$ cat config.mk
export PLATFORM = sky130hd
export DESIGN_NAME = seq_bit_serializer_flat
export DESIGN_NICKNAME = d
export VERILOG_FILES = /design/src/rtl/seq_bit_serializer_if.sv /design/src/rtl/seq_bit_serializer.sv /design/src/flat_wrapper.sv
export SDC_FILE = /design/constraint.sdc
export NUM_CORES = 1
export LEC_CHECK = 0
export ABC_AREA = 1
export CAP_MARGIN = 20
export CORE_UTILIZATION = 40
export CTS_CLUSTER_SIZE = 25
export DETAILED_ROUTE_END_ITERATION = 8
export GPL_TIMING_DRIVEN = 1
export PLACE_DENSITY_LB_ADDON = 0.05
export SLEW_MARGIN = 15
export SYNTH_ARGS = -nofsm -noshare
export SYNTH_HDL_FRONTEND = slang
export SYNTH_SLANG_ARGS = --single-unit
$ cat constraint.sdc
create_clock -name clk -period 6.1 [get_ports clk]
set_input_delay 1.525 -clock clk [delete_from_list [all_inputs] [get_ports clk]]
set_output_delay 1.525 -clock clk [all_outputs]
set_load 0.005 [all_outputs]
$ cat src/rtl/seq_bit_serializer_if.sv
// seq_bit_serializer_if: parallel-in / serial-out bundle for seq_bit_serializer.
// master = upstream word source and serial-line observer, slave = serializer.
interface seq_bit_serializer_if #(
  parameter int WIDTH = 8,
  parameter int DEPTH = 4
);
  logic [WIDTH-1:0]         din;
  logic                     din_valid;
  logic                     din_ready;
  logic                     ser_out;
  logic                     ser_valid;
  logic                     busy;
  logic [$clog2(DEPTH):0]   fifo_count;

  modport master (
    output din, din_valid,
    input  din_ready, ser_out, ser_valid, busy, fifo_count
  );

  modport slave (
    input  din, din_valid,
    output din_ready, ser_out, ser_valid, busy, fifo_count
  );
endinterface

$ cat src/rtl/seq_bit_serializer.sv
// seq_bit_serializer: buffers parallel words in a small circular FIFO and
// shifts them out one bit per clock, back-to-back words with no idle gap.
// The serial line idles high (ser_out=1) whenever ser_valid=0.
// Build option: define SER_LSB_FIRST_EN to shift bit 0 first; otherwise MSB first.
// Reset rst is synchronous and active-low.
module seq_bit_serializer #(
  parameter int WIDTH = 8,
  parameter int DEPTH = 4
) (
  input  logic                  clk,
  input  logic                  rst,
  seq_bit_serializer_if.slave   bus
);

  localparam int PW   = $clog2(DEPTH);
  localparam int CNTW = PW + 1;
  localparam int CW   = (WIDTH > 2) ? $clog2(WIDTH) : 1;
  localparam logic [CW-1:0]   LAST_BIT = CW'(WIDTH - 1);
  localparam logic [CNTW-1:0] FULL_CNT = CNTW'(DEPTH);

  typedef enum logic {IDLE, SHIFT} state_t;

  logic [WIDTH-1:0] r_mem [DEPTH];
  logic [PW-1:0]    r_wr_ptr;
  logic [PW-1:0]    r_rd_ptr;
  logic [CNTW-1:0]  r_count;

  state_t           r_state;
  logic [WIDTH-1:0] r_shreg;
  logic [CW-1:0]    r_bit_cnt;
  logic             r_ser_out;
  logic             r_ser_valid;

  logic             w_push;
  logic             w_pop;
  logic             w_nonempty;
  logic             w_last;
  logic [WIDTH-1:0] w_head;
  logic [WIDTH-1:0] w_head_ord;

  assign w_nonempty    = (r_count != '0);
  assign bus.din_ready = (r_count != FULL_CNT);
  assign w_push        = bus.din_valid && bus.din_ready;
  assign w_last        = (r_state == SHIFT) && (r_bit_cnt == LAST_BIT);
  // The head word is taken whenever the shifter is free: from IDLE, or on the
  // final bit of the current word so the next word follows without a gap.
  assign w_pop         = w_nonempty && ((r_state == IDLE) || w_last);
  assign w_head        = r_mem[r_rd_ptr];

  // The shifter always emits its MSB; for LSB-first the word is mirrored on load.
`ifdef SER_LSB_FIRST_EN
  generate
    for (genvar gi = 0; gi < WIDTH; gi++) begin : g_mirror
      assign w_head_ord[gi] = w_head[WIDTH-1-gi];
    end
  endgenerate
`else
  assign w_head_ord = w_head;
`endif

  assign bus.ser_out    = r_ser_out;
  assign bus.ser_valid  = r_ser_valid;
  assign bus.fifo_count = r_count;
  assign bus.busy       = (r_state == SHIFT) || w_nonempty;

  // FIFO storage write; contents need no reset since the count gates reads.
  always_ff @(posedge clk) begin
    if (w_push) begin
      r_mem[r_wr_ptr] <= bus.din;
    end
  end

  // FIFO pointers and occupancy; pointers wrap naturally as DEPTH is a power of 2.
  always_ff @(posedge clk) begin
    if (!rst) begin
      r_wr_ptr <= '0;
      r_rd_ptr <= '0;
      r_count  <= '0;
    end else begin
      if (w_push) r_wr_ptr <= r_wr_ptr + PW'(1);
      if (w_pop)  r_rd_ptr <= r_rd_ptr + PW'(1);
      case ({w_push, w_pop})
        2'b10:   r_count <= r_count + CNTW'(1);
        2'b01:   r_count <= r_count - CNTW'(1);
        default: r_count <= r_count;
      endcase
    end
  end

  // Shift FSM with registered serial outputs; r_bit_cnt is the index of the bit on the line.
  always_ff @(posedge clk) begin
    if (!rst) begin
      r_state     <= IDLE;
      r_shreg     <= '0;
      r_bit_cnt   <= '0;
      r_ser_out   <= 1'b1;
      r_ser_valid <= 1'b0;
    end else begin
      case (r_state)
        IDLE: begin
          if (w_nonempty) begin
            r_state     <= SHIFT;
            r_ser_out   <= w_head_ord[WIDTH-1];
            r_shreg     <= {w_head_ord[WIDTH-2:0], 1'b0};
            r_bit_cnt   <= '0;
            r_ser_valid <= 1'b1;
          end
        end
        SHIFT: begin
          if (w_last) begin
            if (w_nonempty) begin
              r_ser_out   <= w_head_ord[WIDTH-1];
              r_shreg     <= {w_head_ord[WIDTH-2:0], 1'b0};
              r_bit_cnt   <= '0;
              r_ser_valid <= 1'b1;
            end else begin
              r_state     <= IDLE;
              r_ser_out   <= 1'b1;
              r_ser_valid <= 1'b0;
              r_shreg     <= '0;
              r_bit_cnt   <= '0;
            end
          end else begin
            r_ser_out <= r_shreg[WIDTH-1];
            r_shreg   <= {r_shreg[WIDTH-2:0], 1'b0};
            r_bit_cnt <= r_bit_cnt + CW'(1);
          end
        end
      endcase
    end
  end

endmodule

$ cat src/flat_wrapper.sv
// flat-port wrapper written by rule: the top's interface ports become plain ports
module seq_bit_serializer_flat 
#(
  parameter int WIDTH = 8,
  parameter int DEPTH = 4
)
  (clk, rst, bus_din, bus_din_valid, bus_din_ready, bus_ser_out, bus_ser_valid, bus_busy, bus_fifo_count);
  seq_bit_serializer_if #(.WIDTH(WIDTH), .DEPTH(DEPTH)) bus_i ();
  input  logic clk;
  input  logic rst;
  input wire logic [$bits(bus_i.din)-1:0] bus_din;
  input wire logic [$bits(bus_i.din_valid)-1:0] bus_din_valid;
  output wire logic [$bits(bus_i.din_ready)-1:0] bus_din_ready;
  output wire logic [$bits(bus_i.ser_out)-1:0] bus_ser_out;
  output wire logic [$bits(bus_i.ser_valid)-1:0] bus_ser_valid;
  output wire logic [$bits(bus_i.busy)-1:0] bus_busy;
  output wire logic [$bits(bus_i.fifo_count)-1:0] bus_fifo_count;
  assign bus_i.din = bus_din;
  assign bus_i.din_valid = bus_din_valid;
  assign bus_din_ready = bus_i.din_ready;
  assign bus_ser_out = bus_i.ser_out;
  assign bus_ser_valid = bus_i.ser_valid;
  assign bus_busy = bus_i.busy;
  assign bus_fifo_count = bus_i.fifo_count;
  seq_bit_serializer #(.WIDTH(WIDTH), .DEPTH(DEPTH)) u_core (.clk(clk), .rst(rst), .bus(bus_i));
endmodule
==> out/results.txt, run 1 <==
CTS Buf Count = 5
Mapped Cells = 263
post-layout util = 48.4%
Cell Area, Placed = 0.00262 mm^2
Setup TNS Final = 0 ns
Initial Util = 42.7%
via/cell ratio = 4.53
Worst-Skew Late Latency = 0.31 ns
Mapped Nets = 282
P per Cell Area = 445 mW/mm^2
count of final hold-check violations = 0
post-route cell area = 0.00273 mm^2
synthesized flop and latch total = 54
status = complete, no violations
min cycle time layout = 3.07 ns
Final Slew Violations = 0
# diodes = 0
CTS H-Tree Depth = 2
LEAKAGE = 1.22 nW
worst hold path startpoint = u_core.r_shreg[1]
Total GRT Usage = 15.8%
post-CTS resize count = 0
setup bufs post-CTS = 0
sequential-to-total area share from yosys stat = 58.2%
leading area contributor after synthesis = edfxtp_1
first-pass GRT wire length = 7.46 mm
clock slew at reported path FFs = 0.09 ns
DRC = 0
worst slack, placed = 2.88 ns
RR Endpoint = u_core.bus.fifo_count[2]
Critical Path Source Type = flip-flop
worst-case reg-to-reg path depth = 13
skew final = 0.00456 ns
Tcrit/Tclk final = 50.3%
share of cells above drive strength 1 = 7.45%
Hold Buf Count CTS = 0
worst path arrival time = 1.54 ns
Non-Filler Instances = 354
first drt pass iteration count = 4
Clock Tree Buf Depth = 2
GR Overflow Total = 0
Post-synth EDFFs = 32
# rows = 27
Die Ht = 79.6 um
Max FO, Critical Path = 15
RSZ-0062 raised after global routing = false
Top-Level Pins = 18
Reg-to-Reg Start = u_core.r_bit_cnt[0]
Layout Nets = 300
P&R area growth vs syn = 13.4%
synthesized area = 0.00241 mm^2
YS warnings = 0
Avg Inst Size Synth = 9.16 um^2
Routed WL per cell = 12.2 um
chip width = 79.6 um
routability congestion estimate = 0.681
Detail Route Antenna Nets = 0
IO Port Bufs = 17
Worst Path Required = 4.58 ns
HP Class = flip-flop to flip-flop
Distinct cells, synth = 23
Die Area = 0.00634 mm^2
final hold slack = 0.471 ns
CTS tree = yes
CORE AREA = 0.00564 mm^2
Inst Count DP = 346
Tot Pwr = 1.21 mW
HPWL after detailed placement = 2.98 mm
most common cell in the netlist = nand2_1
fraction of registers with async set/reset = 0%
final worst slack = 3.03 ns
Max-Cap Viols = 0
CP Class = flip-flop to output port
final setup vio count = 0
vias in the first global route = 1550
Worst-Margin Slew = 0.766 ns
fmax = 0.326 GHz
r2r setup slk = 3.93 ns
Synth top area share = 39.9%
initial antenna violation count = 0
synth cell count leaders = 75 x nand2_1, 52 x inv_1, 32 x edfxtp_1
ys flop type = edfxtp_1
worst vdd ir = 0.000222 V
Starting DRT DRC Count = 90
largest net degree at the start of global routing = 18
Max-slew headroom = 48.8%
clk sink count = 54
WHS Endpoint = u_core.r_shreg[1]
Crit. End Element = output port
largest cells by area after synthesis = edfxtp_1 40%, dfxtp_1 18%, nand2_1 12%
vias = 1604
Root Buffer Master = clkbuf_8
final WL = 4.30 mm
Worst Hold Path Cells = 2
==> cell type report <==
| class | instances | area (um^2) |
|---|---|---|
| clock buffers | 6 | 72.6 |
| clock inverters | 2 | 37.5 |
| fillers | 566 | 2910 |
| inverters | 56 | 213 |
| multi-input cells | 147 | 746 |
| flip-flops and latches | 54 | 1400 |
| well taps | 72 | 90.1 |
| repair buffers | 17 | 170 |
==> power breakdown <==
| part | internal [mW] | total, mW | switching (mW) |
|---|---|---|---|
| sequential | 0.465 | 0.529 | 0.0638 |
| combinational | 0.172 | 0.447 | 0.275 |
| clock | 0.123 | 0.239 | 0.116 |
==> cells in the final DEF (no fill, tap or decap) <==
cell and count:
clkbuf_8 5, clkdlybuf4s50_1 17, dfxtp_1 22, nor2_1 7, inv_4 1, clkinvlp_4 1
nand2_2 3, nand3_4 1, nand3_1 18, o21ai_0 10, a21oi_2 3, or2_2 1
clkbuf_1 1, ha_1 7, bufinv_16 1, nor2_4 1, inv_1 52, nand2_4 1
a21oi_1 14, o21ai_1 4, xor2_1 1, edfxtp_1 32, nand2_1 75, inv_2 3
fa_1 1
==> registers in the layout (all words and copies together), names as in the netlist, named ones only <==
| signal | count |
|---|---|
| u_core.r_rd_ptr | 2 |
| u_core.r_mem | 32 |
| u_core.bus.ser_valid | 1 |
| u_core.r_bit_cnt | 3 |
| u_core.r_shreg | 7 |
| u_core.r_state | 1 |
| u_core.r_wr_ptr | 2 |
| u_core.bus.fifo_count | 3 |
| u_core.bus.ser_out | 1 |
==> critical path: stages (launching register included) <==
cell and delay, ns:
dfxtp_1 0.37, nor2_4 0.18, nand3_4 0.19, clkdlybuf4s50_1 0.49
==> worst max-delay path by stage <==
| stage | startpoint | endpoint | depth (start not counted) |
|---|---|---|---|
| after floorplan | bus_din_valid | u_core.bus.fifo_count[2] | 8 |
| after detailed placement | bus_din_valid | u_core.bus.fifo_count[2] | 9 |
| after global placement | bus_din_valid | u_core.bus.fifo_count[2] | 9 |
| final | u_core.bus.fifo_count[0] | bus_busy | 3 |
| after global routing | u_core.bus.fifo_count[0] | bus_busy | 3 |
| after CTS | u_core.bus.fifo_count[0] | bus_busy | 3 |
==> metal layers <==
layer | up-vias | part of all wire, % | global-route usage (%) | wire length, um
met5 | - | 0 | 0 | 0
met4 | 0 | 1.4 | 5.45 | 59
met3 | 7 | 3.1 | 3.77 | 132
met2 | 21 | 44 | 24.5 | 1910
met1 | 724 | 51 | 21.6 | 2200
li1 | 852 | - | - | -
==> cell families after synthesis <==
family          Yosys count  synth area share, %
buf+inv                  62                 10.9
simple gates            107                 19.2
compound gates           31                 6.91
xor+xnor                  1                0.364
fa+ha+maj                 8                 4.47
flops                    54                 58.2
No activity file was read; power rests on OpenSTA's default activity.
==> inputs of run 2 (changes only) <==
==> constraint.sdc (replaced) <==
create_clock -name clk -period 2.7 [get_ports clk]
set_input_delay 0.675 -clock clk [delete_from_list [all_inputs] [get_ports clk]]
set_output_delay 0.675 -clock clk [all_outputs]
set_load 0.005 [all_outputs]
==> run 2 against run 1 <==
  * Sequential power rose by 120%
  * Final area rose by 1.2%
  * Critical path depth did not move
  * Power rose by 130%
  * Utilization rose by 0.58 points
  * Die area did not move
  * Via count rose by 2.6%
  * Register-to-register slack got worse by 3.4 ns
==> out/results.txt, run 2 (synthesis gave the netlist of run 1 again) <==
clk sink count = 54
GR Overflow Total = 0
skew final = 0.00921 ns
Hold Buf Count CTS = 0
Max FO, Critical Path = 15
chip width = 79.6 um
first-pass GRT wire length = 7.15 mm
Detail Route Antenna Nets = 0
Top-Level Pins = 18
Initial Util = 42.7%
DRC = 0
clock power share = 20.0%
fmax = 0.453 GHz
P per Cell Area = 1000 mW/mm^2
Clock Tree Buf Depth = 2
via/cell ratio = 4.59
P&R area growth vs syn = 14.7%
Total GRT Usage = 15.2%
Tcrit/Tclk final = 81.8%
Sequential Power Share = 43.1%
CP Class = flip-flop to output port
share of cells above drive strength 1 = 9.09%
CTS H-Tree Depth = 2
post-layout util = 49.0%
# diodes = 0
HP Class = flip-flop to flip-flop
CTS tree = yes
LEAKAGE = 1.25 nW
Setup TNS Final = 0 ns
Inst Count DP = 350
largest net degree at the start of global routing = 18
Starting DRT DRC Count = 69
# rows = 27
Worst-Margin Slew = 0.661 ns
Pint = 1.73 mW
Routed WL per cell = 12.0 um
Sw Pwr = 1.04 mW
crit-path cells = nor2_4, nand3_4, clkdlybuf4s50_1
Largest delay share family, worst path = buffers and inverters
Max-slew headroom = 55.9%
Crit. End Element = output port
clock slew at reported path FFs = 0.10 ns
WHS Endpoint = u_core.r_shreg[1]
commonest non-fill, non-tap cell in the layout = nand2_1
Critical Path Source Type = flip-flop
final hold slack = 0.470 ns
count of final hold-check violations = 0
largest register by flop count = u_core.r_mem
IO Port Bufs = 17
Top Registers = u_core.r_mem: 32 flops, u_core.r_shreg: 7 flops
CTS Buf Count = 5
worst stage delay on the critical path = 0.49 ns
worst vdd ir = 0.000434 V
final WL = 4.30 mm
vias = 1645
Die Ht = 79.6 um
Worst Path Required = 2.03 ns
Die Area = 0.00634 mm^2
setup bufs post-CTS = 0
Sw Ratio = 37.5%
Max-Cap Viols = 0
Worst-Skew Late Latency = 0.31 ns
worst setup path start = u_core.bus.fifo_count[0]
RSZ-0062 raised after global routing = false
vias in the first global route = 1519
worst hold path startpoint = u_core.r_shreg[1]
Reg-to-Reg Start = u_core.r_bit_cnt[0]
commonest cells after routing, fill and taps aside = 75 x nand2_1, 52 x inv_1, 32 x edfxtp_1
min cycle time layout = 2.21 ns
routability congestion estimate = 0.716
power share of the combinational group = 36.9%
first drt pass iteration count = 4
Layout Nets = 304
worst-case reg-to-reg path depth = 13
CP bufs+invs = 1
worst path arrival time = 1.53 ns
CORE AREA = 0.00564 mm^2
final setup vio count = 0
status = complete, no violations
r2r setup slk = 0.53 ns
HPWL after detailed placement = 2.82 mm
max FFs per register = 32
Root Buffer Master = clkbuf_8
RR Endpoint = u_core.bus.fifo_count[2]
Tot Pwr = 2.77 mW
Worst Hold Path Cells = 2
Critical Path Slowest Stage Cell = clkdlybuf4s50_1
Non-Filler Instances = 358
post-CTS resize count = 0
initial antenna violation count = 0
Final Slew Violations = 0
run 2: cell count changes in the layout (fill, tap and decap cells not counted), sizes merged:
cell,previous run,this run
clkinvlp,1,0
buf,0,4
clkinv,0,1
clkbuf,6,5
inv,56,57
run 2: power by group through the flow:
| stage | Sequential [mW] | Clock, mW | Combinational, mW |
|---|---|---|---|
| 6_report | 1.19 | 0.553 | 1.02 |
| 5_1_grt | 1.22 | 0.593 | 1.19 |
| 4_1_cts | 1.20 | 0.562 | 1.04 |
| 3_5_place_dp | 1.22 | 0 | 1.04 |
| 3_3_place_gp | 1.22 | 0 | 1.03 |
| 2_1_floorplan | 1.15 | 0 | 0.817 |
run 2: tightest hold or removal path, cell delays in order (launching register included):
cell,delay [ns]
dfxtp_1,0.32
nand2_1,0.06
a21oi_1,0.05
run 2: routing by layer:
metal  GRT usage, %  share of wire (%)  wire (um)
met1           21.1                 51       2180
met2           23.7                 46       1960
met3           3.43                3.0        127
met4           4.36               0.72         31
met5              0                  0          0
run 2: worst max-delay path by stage:
stage	end	slack, ns	cells past startpoint
2_1_floorplan	u_core.bus.fifo_count[2]	0.76	13
6_report	bus_busy	0.49	3
4_1_cts	bus_busy	0.47	3
3_3_place_gp	u_core.bus.fifo_count[2]	0.38	9
5_1_grt	u_core.bus.fifo_count[2]	0.30	13
3_5_place_dp	u_core.bus.fifo_count[2]	0.33	9
run 2: area by class of cell:
type | count | area, um^2
Clock buffer | 5 | 68.8
Clock inverter | 3 | 43.8
Fill cell | 547 | 2880
Inverter | 56 | 213
Multi-Input combinational cell | 147 | 746
Sequential cell | 54 | 1400
Tap cell | 72 | 90.1
Timing Repair Buffer | 21 | 200
run 2: through the flow:
stage / cell area [um^2] / setup WS (ns)
3_5_place_dp: 2650 / 0.330
4_1_cts: 2760 / 0.473
3_3_place_gp: 2650 / 0.383
5_1_grt: 2760 / 0.302
6_report: 2760 / 0.491
2_1_floorplan: 2410 / 0.761
==> inputs of run 3 (changes only) <==
==> constraint.sdc (replaced) <==
create_clock -name clk -period 2.3 [get_ports clk]
set_input_delay 0.575 -clock clk [delete_from_list [all_inputs] [get_ports clk]]
set_output_delay 0.575 -clock clk [all_outputs]
set_load 0.005 [all_outputs]
==> run 3 against run 2 <==
  * Critical path depth rose by 10
  * First-iteration DRC count up 51%
  * Non-clock buffer count up 4
  * Flip-flop and latch count stayed put
  * Largest power group unchanged
==> out/results.txt, run 3 (synthesis gave the netlist of run 1 again) <==
commonest non-fill, non-tap cell in the layout = nand2_1
vias in the first global route = 1475
RR Endpoint = u_core.bus.fifo_count[2]
Max-Cap Viols = 0
P&R area growth vs syn = 14.6%
Routed WL per cell = 11.8 um
Final Slew Violations = 0
commonest cells after routing, fill and taps aside = 75 x nand2_1, 52 x inv_1, 32 x edfxtp_1
power share of the combinational group = 39.7%
CTS H-Tree Depth = 2
clk sink count = 54
HPWL after detailed placement = 2.95 mm
RSZ-0062 raised after global routing = false
Critical Path Source Type = flip-flop
Layout Nets = 308
Filler cells = 548
Worst-Margin Slew = 0.384 ns
max FFs per register = 32
Root Buffer Master = clkbuf_8
worst path arrival time = 2.29 ns
worst-case reg-to-reg path depth = 13
# diodes = 0
count of final hold-check violations = 0
r2r setup slk = 0.21 ns
via/cell ratio = 4.52
largest register by flop count = u_core.r_mem
Reg-to-Reg Start = u_core.r_bit_cnt[0]
Hold Buf Count CTS = 0
DRC = 0
Die Area = 0.00634 mm^2
CTS Buf Count = 5
largest net degree at the start of global routing = 17
setup bufs post-CTS = 0
Die Ht = 79.6 um
LEAKAGE = 1.25 nW
area of the multi-input gates = 746 um^2
HP Class = flip-flop to flip-flop
Total GRT Usage = 15.1%
Crit. End Element = flip-flop
share of cells above drive strength 1 = 9.66%
CTS tree = yes
final WL = 4.27 mm
GR Overflow Total = 0
Max FO, Critical Path = 6
Sequential Power Share = 44.4%
Detail Route Antenna Nets = 0
P per Cell Area = 1130 mW/mm^2
Storage cell area = 0.00140 mm^2
# rows = 27
final setup vio count = 0
Starting DRT DRC Count = 104
chip width = 79.6 um
Clock Tree Buf Depth = 2
min cycle time layout = 2.09 ns
Worst Path Required = 2.49 ns
final hold slack = 0.461 ns
Sw Ratio = 38.1%
worst setup path start = u_core.r_bit_cnt[0]
fmax = 0.477 GHz
status = complete, no violations
first drt pass iteration count = 4
clock slew at reported path FFs = 0.09 ns
routability congestion estimate = 0.716
CORE AREA = 0.00564 mm^2
initial antenna violation count = 0
Tcrit/Tclk final = 91.1%
Max-slew headroom = 74.3%
IO Port Bufs = 17
worst vdd ir = 0.000533 V
clock power share = 16.0%
crit path capture = u_core.bus.fifo_count[2]
Setup TNS Final = 0 ns
Pint = 1.93 mW
Top-Level Pins = 18
CP Class = flip-flop to flip-flop
Sw Pwr = 1.18 mW
Initial Util = 42.7%
Top Registers = u_core.r_mem: 32 flops, u_core.r_shreg: 7 flops
skew final = 0.00718 ns
Worst-Skew Late Latency = 0.30 ns
vias = 1638
first-pass GRT wire length = 7.08 mm
-- run 3: cell types whose count changed in the layout (fill, tap and decap cells not counted) --
cell,delta
clkinv_2,-1
clkinv_1,+1
buf_4,+4
clkbuf_1,+1
o21ai_1,+1
inv_6,-1
clkinvlp_2,+1
o21ai_0,-1
bufinv_16,-1
-- run 3: worst max-delay path, cell delays in order, from the launching register on --
cell     delay [ns]
dfxtp_1        0.36
ha_1           0.16
ha_1           0.14
inv_1          0.05
nand2_1        0.11
nand2_2        0.10
inv_2          0.10
ha_1           0.17
inv_1          0.06
fa_1           0.37
nand2_1        0.08
nand3_1        0.09
o21ai_1        0.13
a21oi_1        0.05
-- run 3: area by class of cell --
cell class | instances | share of cell area, %
Clock inverter | 2 | 0.317
Multi-Input combinational cell | 147 | 27.0
Tap cell | 72 | 3.26
Inverter | 56 | 7.70
Clock buffer | 6 | 2.63
Sequential cell | 54 | 50.7
Timing Repair Buffer | 25 | 8.34
-- run 3: power groups by stage --
stage          combinational [mW]  clock [mW]  sequential [mW]
6_report                     1.23       0.497             1.38
5_1_grt                      1.43       0.561             1.41
4_1_cts                      1.27       0.520             1.38
3_5_place_dp                 1.26           0             1.41
3_3_place_gp                 1.26           0             1.40
2_1_floorplan               0.960           0             1.35
-- run 3: timing repair --
item | 4_1_cts | 5_1_grt
gates resized for setup | 0 | 1
endpoints found under the hold margin | 0 | 0
setup endpoints to repair | 0 | 1
-- run 3: how the worst min path moves through the flow --
stage | startpoint | to | cells past startpoint
5_1_grt | u_core.r_shreg[1] | u_core.r_shreg[1] | 2
3_3_place_gp | u_core.r_bit_cnt[0] | u_core.r_bit_cnt[0] | 1
6_report | u_core.r_bit_cnt[0] | u_core.r_bit_cnt[0] | 1
2_1_floorplan | u_core.r_bit_cnt[0] | u_core.r_bit_cnt[0] | 1
3_5_place_dp | u_core.r_bit_cnt[0] | u_core.r_bit_cnt[0] | 1
4_1_cts | u_core.r_bit_cnt[0] | u_core.r_bit_cnt[0] | 1
-- run 3: layer usage --
layer,global-route usage [%],part of all wire [%]
met1,20.6,51
met2,23.7,45
met3,3.54,3.2
met4,4.91,1.2
met5,0,0
-- run 3: per-stage QoR --
step	std cells	setup slack, ns	util (%)	power, mW	cell area (um^2)
floorplan	263	0.361	-	2.31	2410
CTS	362	0.150	48.9	3.17	2760
global placement	354	0.145	47.5	2.66	2680
detailed placement	354	0.0973	47.5	2.67	2680
global route	362	0.0237	48.9	3.40	2760
finish	362	0.205	48.9	3.11	2760
